### src/rtl/muldiv_pkg.sv
// muldiv_pkg: op and state encodings shared by the multiply/divide unit and the decoder
package muldiv_pkg;
    typedef enum logic [1:0] {
        OP_MULTU = 2'b00,
        OP_MULT  = 2'b01,
        OP_DIVU  = 2'b10,
        OP_DIV   = 2'b11
    } op_t;
    typedef enum logic [1:0] {
        ST_IDLE = 2'b00,
        ST_ITER = 2'b01,
        ST_FIX  = 2'b10
    } state_t;
endpackage

### src/rtl/muldiv_abs.sv
// muldiv_abs: conditional two's-complement negate
module muldiv_abs #(
    parameter int WIDTH = 32
) (
    input  logic [WIDTH-1:0] in,
    input  logic             neg,
    output logic [WIDTH-1:0] out
);
    assign out = neg ? -in : in;
endmodule

### src/rtl/muldiv_unit.sv
// muldiv_unit: iterative radix-2 multiply/divide owning the HI/LO pair
module muldiv_unit #(
    parameter int WIDTH = 32
) (
    input  logic             clk,
    input  logic             rst,
    input  logic             start,
    input  logic [1:0]       op,
    input  logic [WIDTH-1:0] a,
    input  logic [WIDTH-1:0] b,
    input  logic             hi_we,
    input  logic             lo_we,
    input  logic [WIDTH-1:0] wdata,
    output logic             busy,
    output logic             done,
    output logic             dbz,
    output logic [WIDTH-1:0] hi,
    output logic [WIDTH-1:0] lo
);
    import muldiv_pkg::*;
    localparam int CW = $clog2(WIDTH) + 1;
    state_t state, state_n;
    logic [CW-1:0] cnt;
    logic div_r, sa, sb, sg;
    logic [WIDTH-1:0] ma, mb, a_mag, b_mag, q_fix, r_fix, rem;
    logic [2*WIDTH-1:0] acc, acc_n, p_fix;
    logic [WIDTH:0] sum, t;
    logic qb;
    assign sg = (op == OP_MULT) || (op == OP_DIV);
    assign busy = state != ST_IDLE;
    muldiv_abs #(.WIDTH(WIDTH)) u_abs_a (.in(a), .neg(sg & a[WIDTH-1]), .out(a_mag));
    muldiv_abs #(.WIDTH(WIDTH)) u_abs_b (.in(b), .neg(sg & b[WIDTH-1]), .out(b_mag));
    muldiv_abs #(.WIDTH(2*WIDTH)) u_fix_p (.in(acc), .neg(sa ^ sb), .out(p_fix));
    muldiv_abs #(.WIDTH(WIDTH)) u_fix_q (.in(acc[WIDTH-1:0]), .neg(sa ^ sb), .out(q_fix));
    muldiv_abs #(.WIDTH(WIDTH)) u_fix_r (.in(acc[2*WIDTH-1:WIDTH]), .neg(sa), .out(r_fix));
    always_ff @(posedge clk) begin
        if (rst) state <= ST_IDLE;
        else state <= state_n;
    end
    always_comb begin
        state_n = (state == ST_IDLE) ? (start ? ST_ITER : ST_IDLE) :
                  (state == ST_ITER) ? ((cnt == CW'(WIDTH - 1)) ? ST_FIX : ST_ITER) : ST_IDLE;
    end
    // Multiply keeps {partial, multiplier}; divide keeps {remainder, dividend/quotient}.
    always_comb begin
        sum = {1'b0, acc[2*WIDTH-1:WIDTH]} + {1'b0, acc[0] ? ma : '0};
        t = {acc[2*WIDTH-1:WIDTH], acc[WIDTH-1]};
        qb = t >= {1'b0, mb};
        rem = qb ? WIDTH'(t - {1'b0, mb}) : t[WIDTH-1:0];
        acc_n = div_r ? {rem, acc[WIDTH-2:0], qb} : {sum, acc[WIDTH-1:1]};
    end
    always_ff @(posedge clk) begin
        if (rst) begin
            hi <= '0;
            lo <= '0;
            done <= 1'b0;
            dbz <= 1'b0;
            cnt <= '0;
        end else begin
            done <= state == ST_FIX;
            if (state == ST_IDLE) begin
                if (hi_we) hi <= wdata;
                if (lo_we) lo <= wdata;
                if (start) begin
                    div_r <= op[1];
                    sa <= sg & a[WIDTH-1];
                    sb <= sg & b[WIDTH-1];
                    ma <= a_mag;
                    mb <= b_mag;
                    acc <= {{WIDTH{1'b0}}, op[1] ? a_mag : b_mag};
                    cnt <= '0;
                    dbz <= 1'b0;
                end
            end
            if (state == ST_ITER) begin
                acc <= acc_n;
                cnt <= cnt + 1'b1;
            end
            // A zero divisor leaves the remainder equal to |a|, so hi already restores a.
            if (state == ST_FIX) begin
                if (div_r) begin
                    hi <= r_fix;
                    lo <= (mb == '0) ? '1 : q_fix;
                    dbz <= mb == '0;
                end else begin
                    {hi, lo} <= p_fix;
                end
            end
        end
    end
endmodule

### config.mk
export PLATFORM = sky130hd
export DESIGN_NAME = muldiv_unit
export DESIGN_NICKNAME = d
export VERILOG_FILES = /design/src/rtl/muldiv_pkg.sv /design/src/rtl/muldiv_abs.sv /design/src/rtl/muldiv_unit.sv
export SDC_FILE = /design/constraint.sdc
export NUM_CORES = 1
export LEC_CHECK = 0
export ABC_AREA = 1
export BUFFER_PORTS_ARGS = -buffer_cell sky130_fd_sc_hd__buf_2
export CAP_MARGIN = 20
export CORE_AREA = 3 3 201 203
export CTS_BUF_LIST = sky130_fd_sc_hd__clkbuf_2
export CTS_CLUSTER_DIAMETER = 40
export DETAILED_ROUTE_END_ITERATION = 10
export DIE_AREA = 0 0 204 206
export GPL_ROUTABILITY_DRIVEN = 0
export GPL_TIMING_DRIVEN = 0
export PLACE_DENSITY = 0.81
export REMOVE_ABC_BUFFERS = 1
export SYNTH_ARGS = -nofsm -noshare
export SYNTH_HDL_FRONTEND = slang
export SYNTH_HIERARCHICAL = 1
export SYNTH_SLANG_ARGS = --single-unit
export TNS_END_PERCENT = 30
### constraint.sdc
create_clock -name clk -period 4.7 [get_ports clk]
set_clock_uncertainty 0.1 [all_clocks]
set_input_delay 0.47 -clock clk [delete_from_list [all_inputs] [get_ports clk]]
set_output_delay 0.47 -clock clk [all_outputs]
set_load 0.02 [all_outputs]
### Yosys cells after proc, flatten, opt, wreduce, memory -nomap -nowiden

Index checks and enable logic that the tools add are counted.

* ROM bits: 0
* output and inout bits: 67
* memory bits (writable): 0
* bits in registers: 205
* memories: 0
* latch bits: 0
* word-level logic and storage cells: 76
* input bits: 103

* muxes and demuxes: 32
* reduce and logical (&&, ||, !) cells: 14
* bitwise gates (word level): 4
* eq/ne operators: 5
* shift operators: 0
* $lt $le $gt $ge: 1
* add/subtract/negate cells: 8
* $mul: 0
* divide/modulo/power cells: 0

Operator list (number)
* two-way mux 32 bit: 16
* two-way mux 64 bit: 5
* negator 32 bit: 4
* negator 64 bit: 1
* adder 32 x 32 -> 33 bit: 1
* greater-or-equal comparator 33 x 32 -> 1 bit: 1
* logical NOT 32 bit: 1
* subtractor 32 bit: 1
* two-way mux 6 bit: 3
* nonzero test 2 bit: 6
* adder 6 x 1 -> 6 bit (second input constant): 1
* equality test 6 x 5 -> 1 bit (second input constant): 1
* two-way mux 2 bit: 3
* AND reduction 2 bit: 3
* AND reduction 3 bit: 2
* two-way mux 1 bit: 5
* equality test 2 x 1 -> 1 bit (second input constant): 2
* equality test 2 bit (second input constant): 2
* bitwise AND 1 bit: 2
* logical NOT 2 bit: 1
* logical OR 1 bit: 1
* NOT 1 bit: 1
* bitwise XOR 1 bit: 1

### Depth between registers and ports, before layout

* depth in word-level cells: 8
* depth in mapped cells: 17
* gate-level depth less buffers: 17

### Modules after synthesis

Netlist, hierarchy kept.

Modules (own cells, without submodules)
* muldiv_unit: cells each 2116, sequential area each 5415.2 µm², instances 1, area an instance 14630.3 µm²
* muldiv_abs (u_abs_a ...): cells each 225, sequential area each 0.0 µm², instances 4, area an instance 1052.3 µm²
* muldiv_abs (u_fix_p): cells each 486, sequential area each 0.0 µm², instances 1, area an instance 2316.0 µm²

### Worst setup path after synthesis

OpenSTA, ideal clock, no wires.

* path kind: register to register
* start: register state[0]
* end: register div_r, enable pin
* setup time: 0.492 ns
* cell stages (with the launch flop): 6
* period minus slack after synthesis: 4.098 ns
* data required time: 4.108 ns
* arrival time: 3.506 ns
* slack: 0.602 ns
* path buffers: 0
* path through: dfxtp_1 -> nor2_1 -> inv_1 -> nor2_1 -> inv_1 -> nor2_1

* word-level cells in the longest chain between the ends: 2

Ends and longest elaborated chain
* start: declaration: line muldiv_unit.sv:22 `state_t state, state_n;`
* start signal: assignment: line muldiv_unit.sv:38 `else state <= state_n;`
* logical NOT 2 bit: line muldiv_unit.sv:61 `if (state == ST_IDLE) begin`
* AND reduction 3 bit (no source line)
* end signal: assignment: line muldiv_unit.sv:65 `div_r <= op[1];`
* end: declaration: line muldiv_unit.sv:24 `logic div_r, sa, sb, sg;`

Every way passes these cells.
A chain may end at the register's enable or synchronous reset.

### Worst setup path after layout

* start: register acc[0]
* end: register hi[2]

* word-level cells in the longest chain between the ends: 4

Ends and longest elaborated chain
* start: declaration: line muldiv_unit.sv:26 `logic [2*WIDTH-1:0] acc, acc_n, p_fix;`
* start signal: assignment: line muldiv_unit.sv:70 `acc <= {{WIDTH{1'b0}}, op[1] ? a_mag : b_mag};`
* start signal: assignment: line muldiv_unit.sv:76 `acc <= acc_n;`
* negator 64 bit: line muldiv_abs.sv:9 `assign out = neg ? -in : in;`
* two-way mux 64 bit: line muldiv_abs.sv:9
* via p_fix[34]: line muldiv_unit.sv:26
* two-way mux 32 bit: line muldiv_unit.sv:81 `if (div_r) begin`
* two-way mux 32 bit: line muldiv_unit.sv:80 `if (state == ST_FIX) begin`
* end signal: assignment: line muldiv_unit.sv:62 `if (hi_we) hi <= wdata;`
* end signal: assignment: line muldiv_unit.sv:82 `hi <= r_fix;`
* end signal: assignment: line muldiv_unit.sv:86 `{hi, lo} <= p_fix;`
* end: declaration: line muldiv_unit.sv:17 `output logic [WIDTH-1:0] hi,`

The timed path passes the listed nets, and every way through them passes these cells.

==> run metrics <==
post-route ant nets=0; Starting DRT DRC Count=around 3500; HP Start=hi_we; Leak=0.0116 uW; die area=42000 um^2; M3 GR Usage=7.17%; Yosys top cell area share=a little under a fifth; Fin. Hold Viols=0; postcts setup bufs=0; Ports=170; clk slew on worst S/H paths=around 0.11 ns; Relative slew margins=roughly 30%; M1 GR Usage=around 45%; register-to-register setup slack=1.23 ns; startpoint class of the critical path=flip-flop; Hold Path Depth=4; worst-case hold slack=approximately 0.073 ns; most frequent cells in the layout=nand2_1, nor2_1, inv_1; placed inst area=22500 um^2; CP Class=reg -> reg; GRT overflow=0; Die Width=slightly above 200 um; commonest non-fill, non-tap cell in the layout=nand2_1; part of the power in combinational logic=35.9%; TritonCTS clock tree=built; Avg Cell Area, Syn=between 6 and 7 um^2; Hold EP=hi[3]; Pwr Density=232 nW/um^2; clock latency at the later pin of the worst-skew pair=about 0.93 ns; f_max=between 200 and 300 MHz; Main synth FF type=edfxtp_1; Finished Cell Area=~24000 um^2; TritonRoute pass-1 iters=6; initial antenna violation count=2; vias per cell=roughly 5.7; RR Endpoint=hi[2]; pin count of the biggest net entering global routing=83; crit path max fanout=18; GRT busiest layer=met2; Layout Area Growth over Synthesis=14.0%; CTS Sinks=205; total wire length=74300 um; clk root buf=clkbuf_2; CP required=approximately 5.4 ns; Max Root-Sink Buffers=3; critical path data arrival time=roughly 4.2 ns; fin. max-slew vios=0; Tcrit/Tclk final=between 70% and 80%; register area=5420 um^2; first-pass GRT wire length=roughly 110000 um; Worst setup EP type=flip-flop; initial core utilization=between 50% and 60%; share of layout cells above drive strength 1=10.7%; Die Y-Extent=a little over 200 um; htree depth=2; wire per inst=17.3 um; Num CTS Buffers=53; reg2reg path depth=13; Min-Delay Path Class=in -> reg; status=complete, no violations; Power, Total=about 5600 uW; P_int=3300 uW; met2 Use GR=53.6%; fin util=between 60% and 70%; reg2reg start=acc[0]; Worst-Margin Slew=between 1 and 1.5 ns; Yosys reg bits=about 210; RSZ-0062 raised after global routing=no; hpwl dp=around 56000 um; Tot GR Track Use=roughly 34%; Max Cap Viol=0; Net Sw Frac=around two fifths; clock share of power=23.4%; Syn Inst Count=3502; EDFF count, synth=around 130; post-layout net count=around 3900; footprint of the multi-input gates=about 14000 um^2; Synth area leaders=nand2_1, edfxtp_1, nor2_1; Port Buf Inserts=about 170; part of the power in registers=40.7%; Synthesis Warnings=6; FILL cells=3592; row count=72; Vias=between 20000 and 25000; minimum clock period=roughly 3.5 ns; sw power=between 2000 and 2500 uW; post-synthesis sequential area ratio=approximately a quarter; ys async rst share=0%; Worst IR Drop VDD=about 180 uV; vias in the first global route=between 20000 and 25000; Residual DRC=0; setup violators final=0; Synth area leader=nand2_1; Distinct cells, synth=between 50 and 60; area of the core=~39000 um^2; Cell Area, Synth=21200 um^2
[area by class of cell]
cell class / count / area share (%)
clock buffers: 67 / 1.39
multi-input cells: 2764 / 56.5
inverters: 417 / 6.52
well taps: 518 / 2.69
flip-flops and latches: 205 / 22.5
diodes: 2 / 0.0208
repair buffers: 296 / 9.76
clock inverters: 23 / 0.649
[synthesized netlist by cell type (36+ instances only)]
master	count
nand4_1	37
xnor2_1	67
o211ai_1	36
a21oi_1	161
a31oi_1	37
nand3b_1	40
clkbuf_1	82
nand2_1	1069
nor2_1	562
xor2_1	40
inv_1	400
ha_1	70
edfxtp_1	131
nand3_1	216
dfxtp_1	74
o21ai_0	235
[registers in the layout, summed over array words and instances, names as in the netlist, 2 cells and up]
register,cells
cnt,6
mb,32
ma,32
acc,64
state,2
lo,32
hi,32
[cells by family after synthesis]
logic type                 count (synthesis)  share of synthesized area, %
and+or+nand+nor                         2043                          41.1
buffers and inverters                    533                          10.3
AOI/OAI and AO/OA                        542                          14.3
DFF                                      205                          25.6
xor gates and xnor gates                 107                          4.43
adders and majority gates                 72                          4.33
[how the worst max path moves through the flow]
stage / from / end / slack (ns) / depth (start not counted)
after floorplan: sa / hi[25] / -1.84 / 11
after global placement: sa / hi[25] / -4.98 / 11
after detailed placement: acc[0] / acc[45] / 1.51 / 13
after CTS: acc[0] / hi[0] / 1.36 / 14
after global routing: acc[0] / hi[0] / 1.03 / 14
final: acc[0] / hi[2] / 1.23 / 13
[per-layer routing]
metal | routed length (um) | up-vias
met5 | 13 | -
met4 | 3800 | 2
met3 | 8740 | 262
met2 | 32800 | 1562
met1 | 29000 | 11000
li1 | - | 11800
[power by group through the flow]
stage | clock [uW] | combinational (uW) | sequential (uW)
floorplan | 0 | 1270 | 2290
global placement | 0 | 1800 | 2330
detailed placement | 0 | 1870 | 2310
CTS | 1320 | 1950 | 2270
global route | 1400 | 2220 | 2280
finish | 1310 | 2010 | 2280
[critical path: stages, from the launching register on]
cell	delay (ns)
edfxtp_1	0.72
inv_1	0.19
ha_1	0.21
nand2_2	0.13
o21ai_2	0.23
nand2_1	0.12
nor2_2	0.27
nand2_1	0.12
xor2_1	0.16
nor2_1	0.10
nor2_1	0.05
o21ai_0	0.21
a31oi_1	0.15
dlygate4sd3_1	0.59
[metrics by stage]
step,setup slack (ns),setup TNS (ns),cells
after floorplan,-1.84,-101.66,3386
after global placement,-4.98,-651.91,4073
after detailed placement,1.51,0,4093
after CTS,1.36,0,4290
after global routing,1.03,0,4292
final,1.23,0,4292
[timing repair]
action	CTS	global route
hold endpoints to repair	148	0
hold buffers	107	0
gates resized for setup	0	0
Power figures use the tool's default switching activity.
